## config.mk

```make
export PLATFORM = sky130hd
export DESIGN_NAME = disp_page_scheduler
export DESIGN_NICKNAME = d
export VERILOG_FILES = /design/src/rtl/disp_page_scheduler.sv
export SDC_FILE = /design/constraint.sdc
export NUM_CORES = 1
export LEC_CHECK = 0
export CORE_MARGIN = 1
export CORE_UTILIZATION = 42
export DETAILED_ROUTE_END_ITERATION = 7
export PLACE_DENSITY = 0.78
export SKIP_LAST_GASP = 1
export SLEW_MARGIN = 5
export SYNTH_ARGS = -nofsm -noshare
export SYNTH_HDL_FRONTEND = slang
export SYNTH_SLANG_ARGS = --single-unit
```

## constraint.sdc

```tcl
create_clock -name clk -period 3.57 [get_ports clk]
set_input_delay 0.714 -clock clk [delete_from_list [all_inputs] [get_ports clk]]
set_output_delay 0.714 -clock clk [all_outputs]
set_load 0.005 [all_outputs]
```

## src/rtl/disp_page_scheduler.sv

```systemverilog
// disp_page_scheduler: time-shares a 4-digit hex display across NUM_SRC 32-bit debug words, two pages each.
// Define DISP_ALERT_EN to build the alert override (ALERT state, alert counter, alert ports).
module disp_page_scheduler #(
   parameter int NUM_SRC          = 4,
   parameter int DWELL_CYCLES     = 5_000_000,
   parameter int DEBOUNCE_CYCLES  = 500_000,
   parameter int ALERT_MIN_CYCLES = 2_500_000
) (
   input  logic                          clk,
   input  logic                          reset_n,
   input  logic [32*NUM_SRC-1:0]         src_data,
   input  logic [NUM_SRC-1:0]            src_valid,
   input  logic                          step_btn,
   input  logic                          auto_en,
   input  logic                          freeze,
   input  logic                          alert_req,
   input  logic [15:0]                   alert_data,
   output logic [15:0]                   hex_val,
   output logic [$clog2(2*NUM_SRC)-1:0]  page_idx,
   output logic [3:0]                    dp_mask,
   output logic                          alert_active,
   output logic                          no_src
);
   localparam int P   = 2 * NUM_SRC;
   localparam int PW  = $clog2(P);
   localparam int DWW = $clog2(DWELL_CYCLES);
   localparam int DBW = $clog2(DEBOUNCE_CYCLES + 1);
   localparam logic [DWW-1:0] DW_MAX = DWW'(DWELL_CYCLES - 1);
   localparam logic [DBW-1:0] DB_MAX = DBW'(DEBOUNCE_CYCLES - 1);

   typedef enum logic [1:0] {
      MANUAL,
      ROTATE
`ifdef DISP_ALERT_EN
      , ALERT
`endif
   } state_t;

   state_t          state, nxt_state;
   logic [1:0]      sync;
   logic            deb_lvl, step_p;
   logic [DBW-1:0]  deb_cnt;
   logic [DWW-1:0]  dwell_cnt, dwell_nxt;
   logic [PW-1:0]   page_nxt;
   logic [P-1:0]    pv;
   logic [15:0]     shown, hex_nxt;

   // First valid page after cur, wrapping; smallest offset wins, cur itself is the last resort.
   function automatic logic [PW-1:0] adv(input logic [PW-1:0] cur, input logic [P-1:0] v);
      logic [PW-1:0] r;
      int c;
      r = cur;
      for (int k = P - 1; k >= 1; k--) begin
         c = (int'(cur) + k) % P;
         if (v[PW'(c)]) r = PW'(c);
      end
      return r;
   endfunction

`ifdef DISP_ALERT_EN
   localparam int AW = $clog2(ALERT_MIN_CYCLES + 1);
   localparam logic [AW-1:0] AL_MAX = AW'(ALERT_MIN_CYCLES - 1);
   logic [AW-1:0] acnt, acnt_nxt;
   always_ff @(posedge clk or negedge reset_n)
      if (!reset_n) acnt <= '0;
      else acnt <= acnt_nxt;
   assign alert_active = (state == ALERT);
`else
   logic unused_alert;
   assign unused_alert = ^{alert_req, alert_data};
   assign alert_active = 1'b0;
`endif

   always_comb begin
      for (int j = 0; j < P; j++) pv[j] = src_valid[j/2];
      page_nxt  = page_idx;
      dwell_nxt = dwell_cnt;
      nxt_state = auto_en ? ROTATE : MANUAL;
      if (state == MANUAL) begin
         dwell_nxt = '0;
         if (!freeze && step_p) page_nxt = adv(page_idx, pv);
      end else if (!freeze) begin
         if (step_p || dwell_cnt == DW_MAX) begin
            page_nxt  = adv(page_idx, pv);
            dwell_nxt = '0;
         end else dwell_nxt = dwell_cnt + 1'b1;
      end
`ifdef DISP_ALERT_EN
      acnt_nxt = acnt;
      if (state == ALERT) begin
         page_nxt  = page_idx;
         dwell_nxt = '0;
         acnt_nxt  = (acnt == AL_MAX) ? acnt : acnt + 1'b1;
         if (alert_req || acnt != AL_MAX) begin
            nxt_state = ALERT;
            dwell_nxt = dwell_cnt;
         end
      end else if (alert_req) begin
         nxt_state = ALERT;
         page_nxt  = page_idx;
         dwell_nxt = dwell_cnt;
         acnt_nxt  = '0;
      end
`endif
      shown   = pv[page_nxt] ? src_data[{page_nxt, 4'b0000} +: 16] : 16'h0000;
      hex_nxt = freeze ? hex_val : shown;
`ifdef DISP_ALERT_EN
      if (nxt_state == ALERT) hex_nxt = alert_data;
      else if (state == ALERT) hex_nxt = shown;
`endif
   end

   always_ff @(posedge clk or negedge reset_n) begin
      if (!reset_n) begin
         state     <= MANUAL;
         page_idx  <= '0;
         dwell_cnt <= '0;
         hex_val   <= '0;
         no_src    <= 1'b0;
         sync      <= '0;
         deb_lvl   <= 1'b0;
         deb_cnt   <= '0;
         step_p    <= 1'b0;
      end else begin
         state     <= nxt_state;
         page_idx  <= page_nxt;
         dwell_cnt <= dwell_nxt;
         hex_val   <= hex_nxt;
         no_src    <= ~|src_valid;
         sync      <= {sync[0], step_btn};
         step_p    <= sync[1] && !deb_lvl && deb_cnt == DB_MAX;
         if (sync[1] == deb_lvl) deb_cnt <= '0;
         else if (deb_cnt == DB_MAX) begin
            deb_cnt <= '0;
            deb_lvl <= sync[1];
         end else deb_cnt <= deb_cnt + 1'b1;
      end
   end

   assign dp_mask = alert_active ? 4'b1111 : page_idx[0] ? 4'b1000 : 4'b0001;
endmodule

```

## Word-level counts from Yosys, hierarchy flattened

Index checks and enable logic that the tools add are counted.

| word-level totals | value |
|---|---|
| register bits | 67 |
| output and inout port bits | 25 |
| logic and storage cells | 84 |

| operators by class | value |
|---|---|
| $add $sub $neg | 9 |
| reductions and logical operators | 10 |
| shifts and indexed selects | 1 |
| order comparisons | 8 |
| bitwise logic cells | 1 |
| equal/unequal tests | 4 |
| muxes and demuxes | 42 |

Operators by type and width:

| kind | count |
|---|---|
| $shiftx A128 B8 Y16 | 1 |
| $mux W23 | 3 |
| $mux W19 | 2 |
| $lt A3 B5 Y1 const B | 7 |
| $mux W3 | 11 |
| $bmux W1 S3 | 8 |
| $add A23 B1 Y23 const B | 1 |
| $eq A23 B23 Y1 const B | 1 |
| $add A19 B1 Y19 const B | 1 |
| $eq A19 B19 Y1 const B | 1 |
| $mux W1 | 16 |
| $mux W16 | 1 |
| $add A3 B3 Y3 const B | 4 |
| $add A3 B2 Y3 const B | 2 |
| $lt A3 B4 Y1 const B | 1 |
| $mux W4 | 1 |
| $reduce_or A4 Y1 | 1 |
| $add A3 B1 Y3 const B | 1 |
| $logic_and A1 B1 Y1 | 3 |
| $logic_not A1 Y1 | 3 |
| $logic_not A2 Y1 | 1 |
| $ne A2 B1 Y1 const B | 1 |
| $reduce_and A2 Y1 | 1 |
| $eq A1 B1 Y1 | 1 |
| 2 further kinds | 2 |

## Logic depth before layout (Yosys ltp)

Gate-level depths: netlist of the first run.

| depth | value |
|---|---|
| depth after elaboration | 17 |
| gate-level depth with buffers | 15 |
| mapped depth without buffers | 11 |

## Least setup slack after synthesis of the first run

Ideal clock, no wire load.

| path | value |
|---|---|
| kind | flip-flop to flip-flop |
| from | register page_idx[1] |
| to | register hex_val[10] |
| path slack | 0.109 ns |
| arrival | 3.320 ns |
| library setup time | 0.141 ns |
| stages on the path, launching flop included | 16 |
| path through | dfrtp_1 > buf_2 > clkinv_1 > ha_1 > buf_6 > mux2i_2 > mux2i_1 > or3_1 > o311ai_2 > xnor2_1 > buf_6 > buf_8 > mux2i_1 > mux2i_1 > mux2i_1 > o31ai_2 |

| on the way | value |
|---|---|
| word-level cells in the longest chain between the ends | 17 |
| elaborated cells between the ends (all ways) | 43 |
| classes of those cells | 7 x add/sub; 1 x shift; 35 x mux |

Ends and longest elaborated chain:

| item | RTL line | RTL |
|---|---|---|
| from (decl) | 19 | `output logic [$clog2(2*NUM_SRC)-1:0] page_idx,` |
| from (signal assigned) | 126 | `page_idx <= page_nxt;` |
| $add A3 B3 Y3 | 54 | `c = (int'(cur) + k) % P;` |
| $bmux W1 S3 | 55 | `if (v[PW'(c)]) r = PW'(c);` |
| $mux W1 (not written as such) (2 in series) | 55 |  |
| $mux W3 (7 in series) | 55 |  |
| $mux W3 | 83 | `if (step_p \|\| dwell_cnt == DW_MAX) begin` |
| $mux W3 | 82 | `end else if (!freeze) begin` |
| $mux W3 * | 79 | `if (state == MANUAL) begin` |
| parallel branches: the longest is 2 deep, another holds $shiftx A128 B8 Y16 | - |  |
| $mux W16 * | 105 | `shown = pv[page_nxt] ? src_data[{page_nxt, 4'b0000} +: 16] : 16'h0000;` |
| to (signal assigned) | 128 | `hex_val <= hex_nxt;` |
| to (decl) | 18 | `output logic [15:0] hex_val,` |

Every way passes the cells marked *. The select of a mux whose other input is x is not followed.
A chain may end at the register's enable or synchronous reset.

## Worst setup path in the final report of the first run

| path | value |
|---|---|
| from | input src_valid[2] |
| to | register hex_val[13] |

| on the way | value |
|---|---|
| word-level cells in the longest chain between the ends | 16 |
| elaborated cells between the ends (all ways) | 36 |
| classes of those cells | 1 x shift; 35 x mux |

Ends and longest elaborated chain:

| item | RTL line | RTL |
|---|---|---|
| from (decl) | 12 | `input logic [NUM_SRC-1:0] src_valid,` |
| parallel branches: the longest is 15 deep, another holds $bmux W1 S3 | - |  |
| $mux W16 * | 105 |  |

Marks and branches as above.

==> run_results.csv, run 1 <==
group,metric,value,unit
yosys,synth.largest_area_cell,"dfrtp_1",
run,maxCapViolCount,0,
power_and_ir_drop,power.density,327,mW/mm²
clocking,tritoncts,"yes",
setup_path,worstSetupPathType,"in2reg",
routing,routed_wl,13700,µm
power_and_ir_drop,ir_drop,0.237,mV
power_and_ir_drop,p_leak,3.06,nW
clocking,cts_max_path_buffers,2,
clocking,root_buffer,"clkbuf_16",
final_layout,diodes,0,
final_layout,areaGrowthSynthToFinish,42.0,%
global_routing,grt.total_usage,0.225,
clocking,clock_latency,0.33,ns
yosys,synth_top_flop_cell,"dfrtp_1",
sta,clock_skew,0.00714,ns
final_layout,nFillCells,923,
global_routing,antenna_found_initial,0,
sta,fmax,0.291,GHz
routing,vias_per_cell,5.43,
floorplanning,dieArea,0.0125,mm²
sta,worstMarginPinSlew,0.613,ns
final_layout,fin_util,0.622,
setup_path,start_kind,"input port",
hold_path,hold_class,"reg2reg",
setup_path,r2r_slack,0.18,ns
final_layout,final_nets,853,
yosys,synth_edf_count,0,
setup_path,cp.required,3.76,ns
sta,drv_slew,0,
placed_design,post-dp-hpwl,10600,µm
floorplanning,die_h,112,µm
yosys,yosysWarnings,0,
routing,vias,4573,
clocking,clkSlewWorstSetupHoldPaths,0.06,ns
power_and_ir_drop,power_frac_seq,0.346,
power_and_ir_drop,p_int,0.00172,W
yosys,synth.cell_area,0.00506,mm²
routing,final_antenna_net_count,0,
sta,setup_ws,0.128,ns
yosys,yosys-top-cells-count,"123 x mux2i_1, 67 x dfrtp_1, 51 x nor2_1",
final_layout,layoutNonFillerInstCount,842,
floorplanning,rows,39,
placed_design,globalplace.congestion,0.910,
yosys,ys_seq_area_frac,0.331,
yosys,synth_most_common_cell,"mux2i_1",
placed_design,placed_cells,825,
power_and_ir_drop,p_switching,0.000634,W
final_layout,drive_gt1_frac,0.122,
yosys,async_flop_share,1.00,
yosys,ys_ff_latch,67,
sta,finalCriticalPeriod,3.44,ns
setup_path,cpPeakStageDelay,0.51,ns
yosys,synth.area.top_cells,"dfrtp_1 33%, mux2i_1 24%, nor2_1 3.8%",
sta,fin_crit_sh,0.964,
setup_path,cpMaxStageDelayCell,"clkdlybuf4s50_1",
routing,drt_pass1_iterations,6,
global_routing,overflow,0,
yosys,yosys.area.top_type_share,0.331,
clocking,cts_sinks,67,
placed_design,port-buffer-count,158,
sta,fin_hold_ws,0.378,ns
power_and_ir_drop,switching_share,0.270,
global_routing,grt_pass1_wl,22500,µm
setup_path,end_kind,"flop",
placed_design,pre_cts_slack,-0.171,ns
routing,avgRoutedWirePerCell,16.3,µm
setup_path,crit_fanout,27,
global_routing,grt_pass1_vias,4695,
yosys,synthDistinctLibCells,54,
setup_path,cp_cell_sequence,"clkdlybuf4s50_1 -> buf_4 -> mux2i_1 -> nor4_1 -> or3_1 -> o311ai_2 -> xnor2_2 -> buf_4 -> buf_12 -> mux2i_1 -> mux2i_1 -> mux2i_1 -> o31ai_2",
floorplanning,io_pins,179,
sta,hold_viol_final,0,
yosys,synth_cells,522,
floorplanning,start_util,0.438,
clocking,cts-htree-levels,3,
routing,drtIter0Drc,318,
sta,timing.slew.headroom,0.592,
power_and_ir_drop,clkPwrFrac,0.389,
power_and_ir_drop,combPwrFrac,0.264,
setup_path,worst_ep_arrival_time,3.64,ns
setup_path,cp_common_cell,"mux2i_1",
yosys,syn-mean-instance-area,9.70,µm²
routing,drcViolationCount,2,
sta,setup_viol,0,
floorplanning,die_w,112,µm
run_status,status,"finished with violations",
floorplanning,coreArea,0.0116,mm²
run_status,violations,"DRC",
global_routing,grt_max_degree,40,
clocking,numCtsBuffers,9,
==> per-stage QoR <==
| step | power [W] | TNS [ns] | cell area, µm² |
|---|---|---|---|
| detailed placement | 0.00145 | -1.82 | 6870 |
| floorplan | 0.00114 | 0 | 5070 |
| global route | 0.00246 | -0.0156 | 7190 |
| finish | 0.00235 | 0 | 7190 |
| CTS | 0.00237 | 0 | 7180 |
| global placement | 0.00143 | -1.52 | 6870 |
==> flip-flops by register name, indices dropped and copies added (netlist names), 2 cells and up <==
name and flops:
dwell_cnt 23, page_idx 3, sync 2, deb_cnt 19, hex_val 16
==> layer usage <==
metal  GRT usage  share of wire  vias to the layer above
met5           0              0                        -
met4      0.0577          0.016                        0
met3      0.0539          0.053                       23
met2       0.409           0.53                      131
met1       0.264           0.40                     2212
li1            -              -                     2207
==> power by group through the flow <==
stage	combinational [W]	sequential, W	clock (W)
after floorplan	0.000316	0.000826	0
after detailed placement	0.000619	0.000826	0
after CTS	0.000623	0.000814	0.000929
after global routing	0.000673	0.000817	0.000966
final	0.000622	0.000814	0.000916
after global placement	0.000607	0.000825	0
==> worst max-delay path, delay by kind of cell <==
family                 cells  cell delay (ns)
XOR/XNOR                   1             0.16
AO/OA/AOI/OAI              2             0.47
AND/OR/NAND/NOR            2             0.40
multiplexers               4             0.77
buffers and inverters      4             1.10
==> worst paths after layout <==
check,end,depth (start not counted),from
worst max register to register,hex_val[13],13,page_idx[1]
min in group asynchronous,deb_cnt[0],2,reset_n
max in group asynchronous,page_idx[1],2,reset_n
worst min-delay path,sync[1],0,sync[0]
worst min register to register,sync[1],0,sync[0]
worst max-delay path,hex_val[13],13,src_valid[2]
==> cell families (layout without fill, tap and decap cells) <==
| group | count (synthesis) | after routing | share of synthesized area |
|---|---|---|---|
| adder cells (fa/ha/maj) | 5 | 5 | 0.0124 |
| multiplexers | 132 | 132 | 0.267 |
| flip-flops | 67 | 67 | 0.331 |
| AO/OA/AOI/OAI | 66 | 66 | 0.101 |
| XOR/XNOR | 33 | 33 | 0.0645 |
| other | 1 | 3 | 0.000741 |
| buffers and inverters | 51 | 226 | 0.0647 |
| AND/OR/NAND/NOR | 167 | 167 | 0.159 |
==> placed cells by master, fill, tap and decap left out, types with 8 or more instances in the layout <==
cell type,n
o31ai_2,10
nand3_1,12
o21ai_0,13
buf_4,33
clkbuf_16,9
o31ai_1,8
xor2_1,16
nand4_1,12
mux2i_1,123
nor2_1,51
a21oi_1,12
xnor2_1,14
clkdlybuf4s50_1,156
inv_1,15
nand2_1,46
dfrtp_1,67
==> cell type report <==
class,instances,area [µm²],area share
Timing Repair Buffer,194,1880,0.261
Clock inverter,6,71.3,0.00992
Inverter,16,60.1,0.00835
Multi-Input combinational cell,406,3080,0.429
Clock buffer,10,239,0.0332
Sequential cell,67,1680,0.233
Tap cell,143,179,0.0249
==> what timing repair did <==
| action | 4_1_cts | 5_1_grt |
|---|---|---|
| gates resized for setup | 0 | 1 |
| endpoints found under the setup margin | 0 | 10 |
| setup buffers | 0 | 1 |
| hold buffers | 0 | 0 |
Note: power is estimated with default switching activity, not from simulation.
==> inputs of run 2 (changes only) <==
CORE_UTILIZATION = 46   (was 42)
PLACE_DENSITY = 0.82   (was 0.78)
RECOVER_POWER = 50   (was unset)
clock period = 3.6 ns   (was 3.57 ns; I/O delays follow)
==> run_results.csv, run 2 (same netlist as run 1, synthesis figures left out) <==
group,metric,value,unit
run_status,status,"finished with violations",
run_status,violations,"capacitance limit, slew limit",
clocking,clock_latency,0.34,ns
sta,hold_viol_final,0,
final_layout,most-common-layout-cells,"153 x clkdlybuf4s50_1, 121 x mux2i_1, 67 x dfrtp_1",
power_and_ir_drop,ir_drop,0.185,mV
final_layout,top_register,"dwell_cnt",
final_layout,final_nets,856,
setup_path,worstSetupPathType,"in2reg",
routing,drcViolationCount,0,
sta,worstMarginPinSlew,1.67,ns
placed_design,post-dp-hpwl,10700,µm
power_and_ir_drop,p_switching,0.000604,W
setup_path,r2r_slack,0.17,ns
power_and_ir_drop,switching_share,0.282,
power_and_ir_drop,power_frac_seq,0.377,
setup_path,start_kind,"input port",
clocking,cts_max_path_buffers,2,
setup_path,cpPeakStageDelay,0.52,ns
floorplanning,die_h,107,µm
power_and_ir_drop,clkPwrFrac,0.333,
floorplanning,dieArea,0.0114,mm²
clocking,cts_setup_buffers,0,
clocking,tritoncts,"yes",
sta,clock_skew,0.00832,ns
global_routing,antenna_found_initial,0,
sta,timing.slew.headroom,-0.115,
final_layout,reg.largest.list,"dwell_cnt x23, deb_cnt x19, hex_val x16",
global_routing,overflow,0,
setup_path,cpMaxStageDelayCell,"clkdlybuf4s50_1",
final_layout,layoutNonFillerInstCount,838,
placed_design,pre_cts_slack,-0.243,ns
global_routing,grt_pass1_vias,4535,
floorplanning,rows,37,
final_layout,layout_commonest_cell,"clkdlybuf4s50_1",
sta,fin_hold_ws,0.362,ns
sta,fmax,0.287,GHz
routing,routed_wl,13800,µm
global_routing,grt.total_usage,0.239,
power_and_ir_drop,power.density,299,mW/mm²
routing,vias,4604,
clocking,numCtsBuffers,9,
final_layout,nFillCells,786,
setup_path,cp_common_cell,"mux2i_1",
clocking,cts_sinks,67,
clocking,cts-htree-levels,3,
setup_path,crit_fanout,25,
global_routing,grt_max_degree,68,
hold_path,hold_class,"reg2reg",
placed_design,globalplace.congestion,0.922,
power_and_ir_drop,p_leak,3.05,nW
power_and_ir_drop,p_int,0.00154,W
final_layout,diodes,0,
routing,avgRoutedWirePerCell,16.5,µm
clocking,clkSlewWorstSetupHoldPaths,0.08,ns
routing,final_antenna_net_count,0,
setup_path,cp_cell_sequence,"clkdlybuf4s50_1 -> buf_4 -> mux2i_2 -> mux2i_1 -> or3_1 -> o311ai_2 -> xnor2_2 -> buf_12 -> mux2i_1 -> mux2i_1 -> mux2i_1 -> o31ai_2",
floorplanning,coreArea,0.0105,mm²
routing,drtIter0Drc,185,
placed_design,placed_cells,821,
global_routing,grt_pass1_wl,21500,µm
run,maxCapViolCount,1,
final_layout,drive_gt1_frac,0.130,
power_and_ir_drop,combPwrFrac,0.290,
sta,fin_crit_sh,0.968,
clocking,root_buffer,"clkbuf_8",
final_layout,areaGrowthSynthToFinish,41.2,%
sta,finalCriticalPeriod,3.48,ns
setup_path,worst_ep_arrival_time,3.69,ns
placed_design,port-buffer-count,158,
floorplanning,start_util,0.482,
setup_path,end_kind,"flop",
routing,vias_per_cell,5.49,
sta,rsz0062_at_grt,"yes",
floorplanning,die_w,107,µm
setup_path,cp.required,3.81,ns
routing,drt_pass1_iterations,4,
floorplanning,io_pins,179,
sta,setup_viol,0,
sta,setup_ws,0.116,ns
sta,drv_slew,68,
final_layout,largest_register_ffs,23,
## run 2: routing by layer
metal	vias up	wire length, µm	global-route usage
met2	138	7040	0.413
met1	2236	5880	0.305
met3	10	798	0.0590
li1	2220	-	-
met5	-	0	0
met4	0	95	0.0382
## run 2: worst paths after layout
path	startpoint	endpoint	cells past startpoint
max	src_valid[0]	hex_val[11]	12
min	sync[0]	sync[1]	0
max reg2reg	page_idx[0]	hex_val[11]	12
min reg2reg	sync[0]	sync[1]	0
max in group asynchronous	reset_n	dwell_cnt[0]	2
min in group asynchronous	reset_n	hex_val[10]	2
## run 2: what timing repair did
action	CTS	global route
resized for setup	0	9
hold buffers	0	0
endpoints found under the setup margin	0	16
endpoints found under the hold margin	0	0
## run 2: power groups by stage
stage / clock, W / combinational, W / sequential [W]
after floorplan: 0 / 0.000314 / 0.000819
after global placement: 0 / 0.000600 / 0.000818
after detailed placement: 0 / 0.000614 / 0.000819
after CTS: 0.000730 / 0.000617 / 0.000806
after global routing: 0.000755 / 0.000670 / 0.000810
final: 0.000713 / 0.000621 / 0.000806
## run 2: layout make-up
| class | instances | area [µm²] | share of cell area |
|---|---|---|---|
| Multi-Input combinational cell | 406 | 3110 | 0.434 |
| Clock inverter | 7 | 98.8 | 0.0138 |
| Inverter | 16 | 60.1 | 0.00840 |
| Sequential cell | 67 | 1680 | 0.234 |
| Clock buffer | 9 | 124 | 0.0173 |
| Tap cell | 136 | 170 | 0.0238 |
| Timing Repair Buffer | 197 | 1910 | 0.268 |
## run 2: worst max-delay path: cells and delay by family
kind / cells / cell delay (ns)
compound gates: 2 / 0.41
buf+inv: 3 / 0.99
xor+xnor: 1 / 0.26
mux: 5 / 0.92
simple gates: 1 / 0.38
## run 2: per-stage QoR
stage / cell area [µm²] / power [W] / util / TNS (ns)
3_5_place_dp: 6870 / 0.00143 / 0.654 / -3.27
6_report: 7150 / 0.00214 / 0.680 / 0
4_1_cts: 7090 / 0.00215 / 0.675 / 0
5_1_grt: 7150 / 0.00223 / 0.680 / -0.0585
2_1_floorplan: 5070 / 0.00113 / - / 0
3_3_place_gp: 6870 / 0.00142 / 0.654 / -2.65
==> inputs of run 3 (changes only) <==
GPL_TIMING_DRIVEN = 1   (was unset)
TNS_END_PERCENT = 30   (was unset)
==> results of run 3 <==
The final DEF is identical to that of run 2; final timing and power are the same.
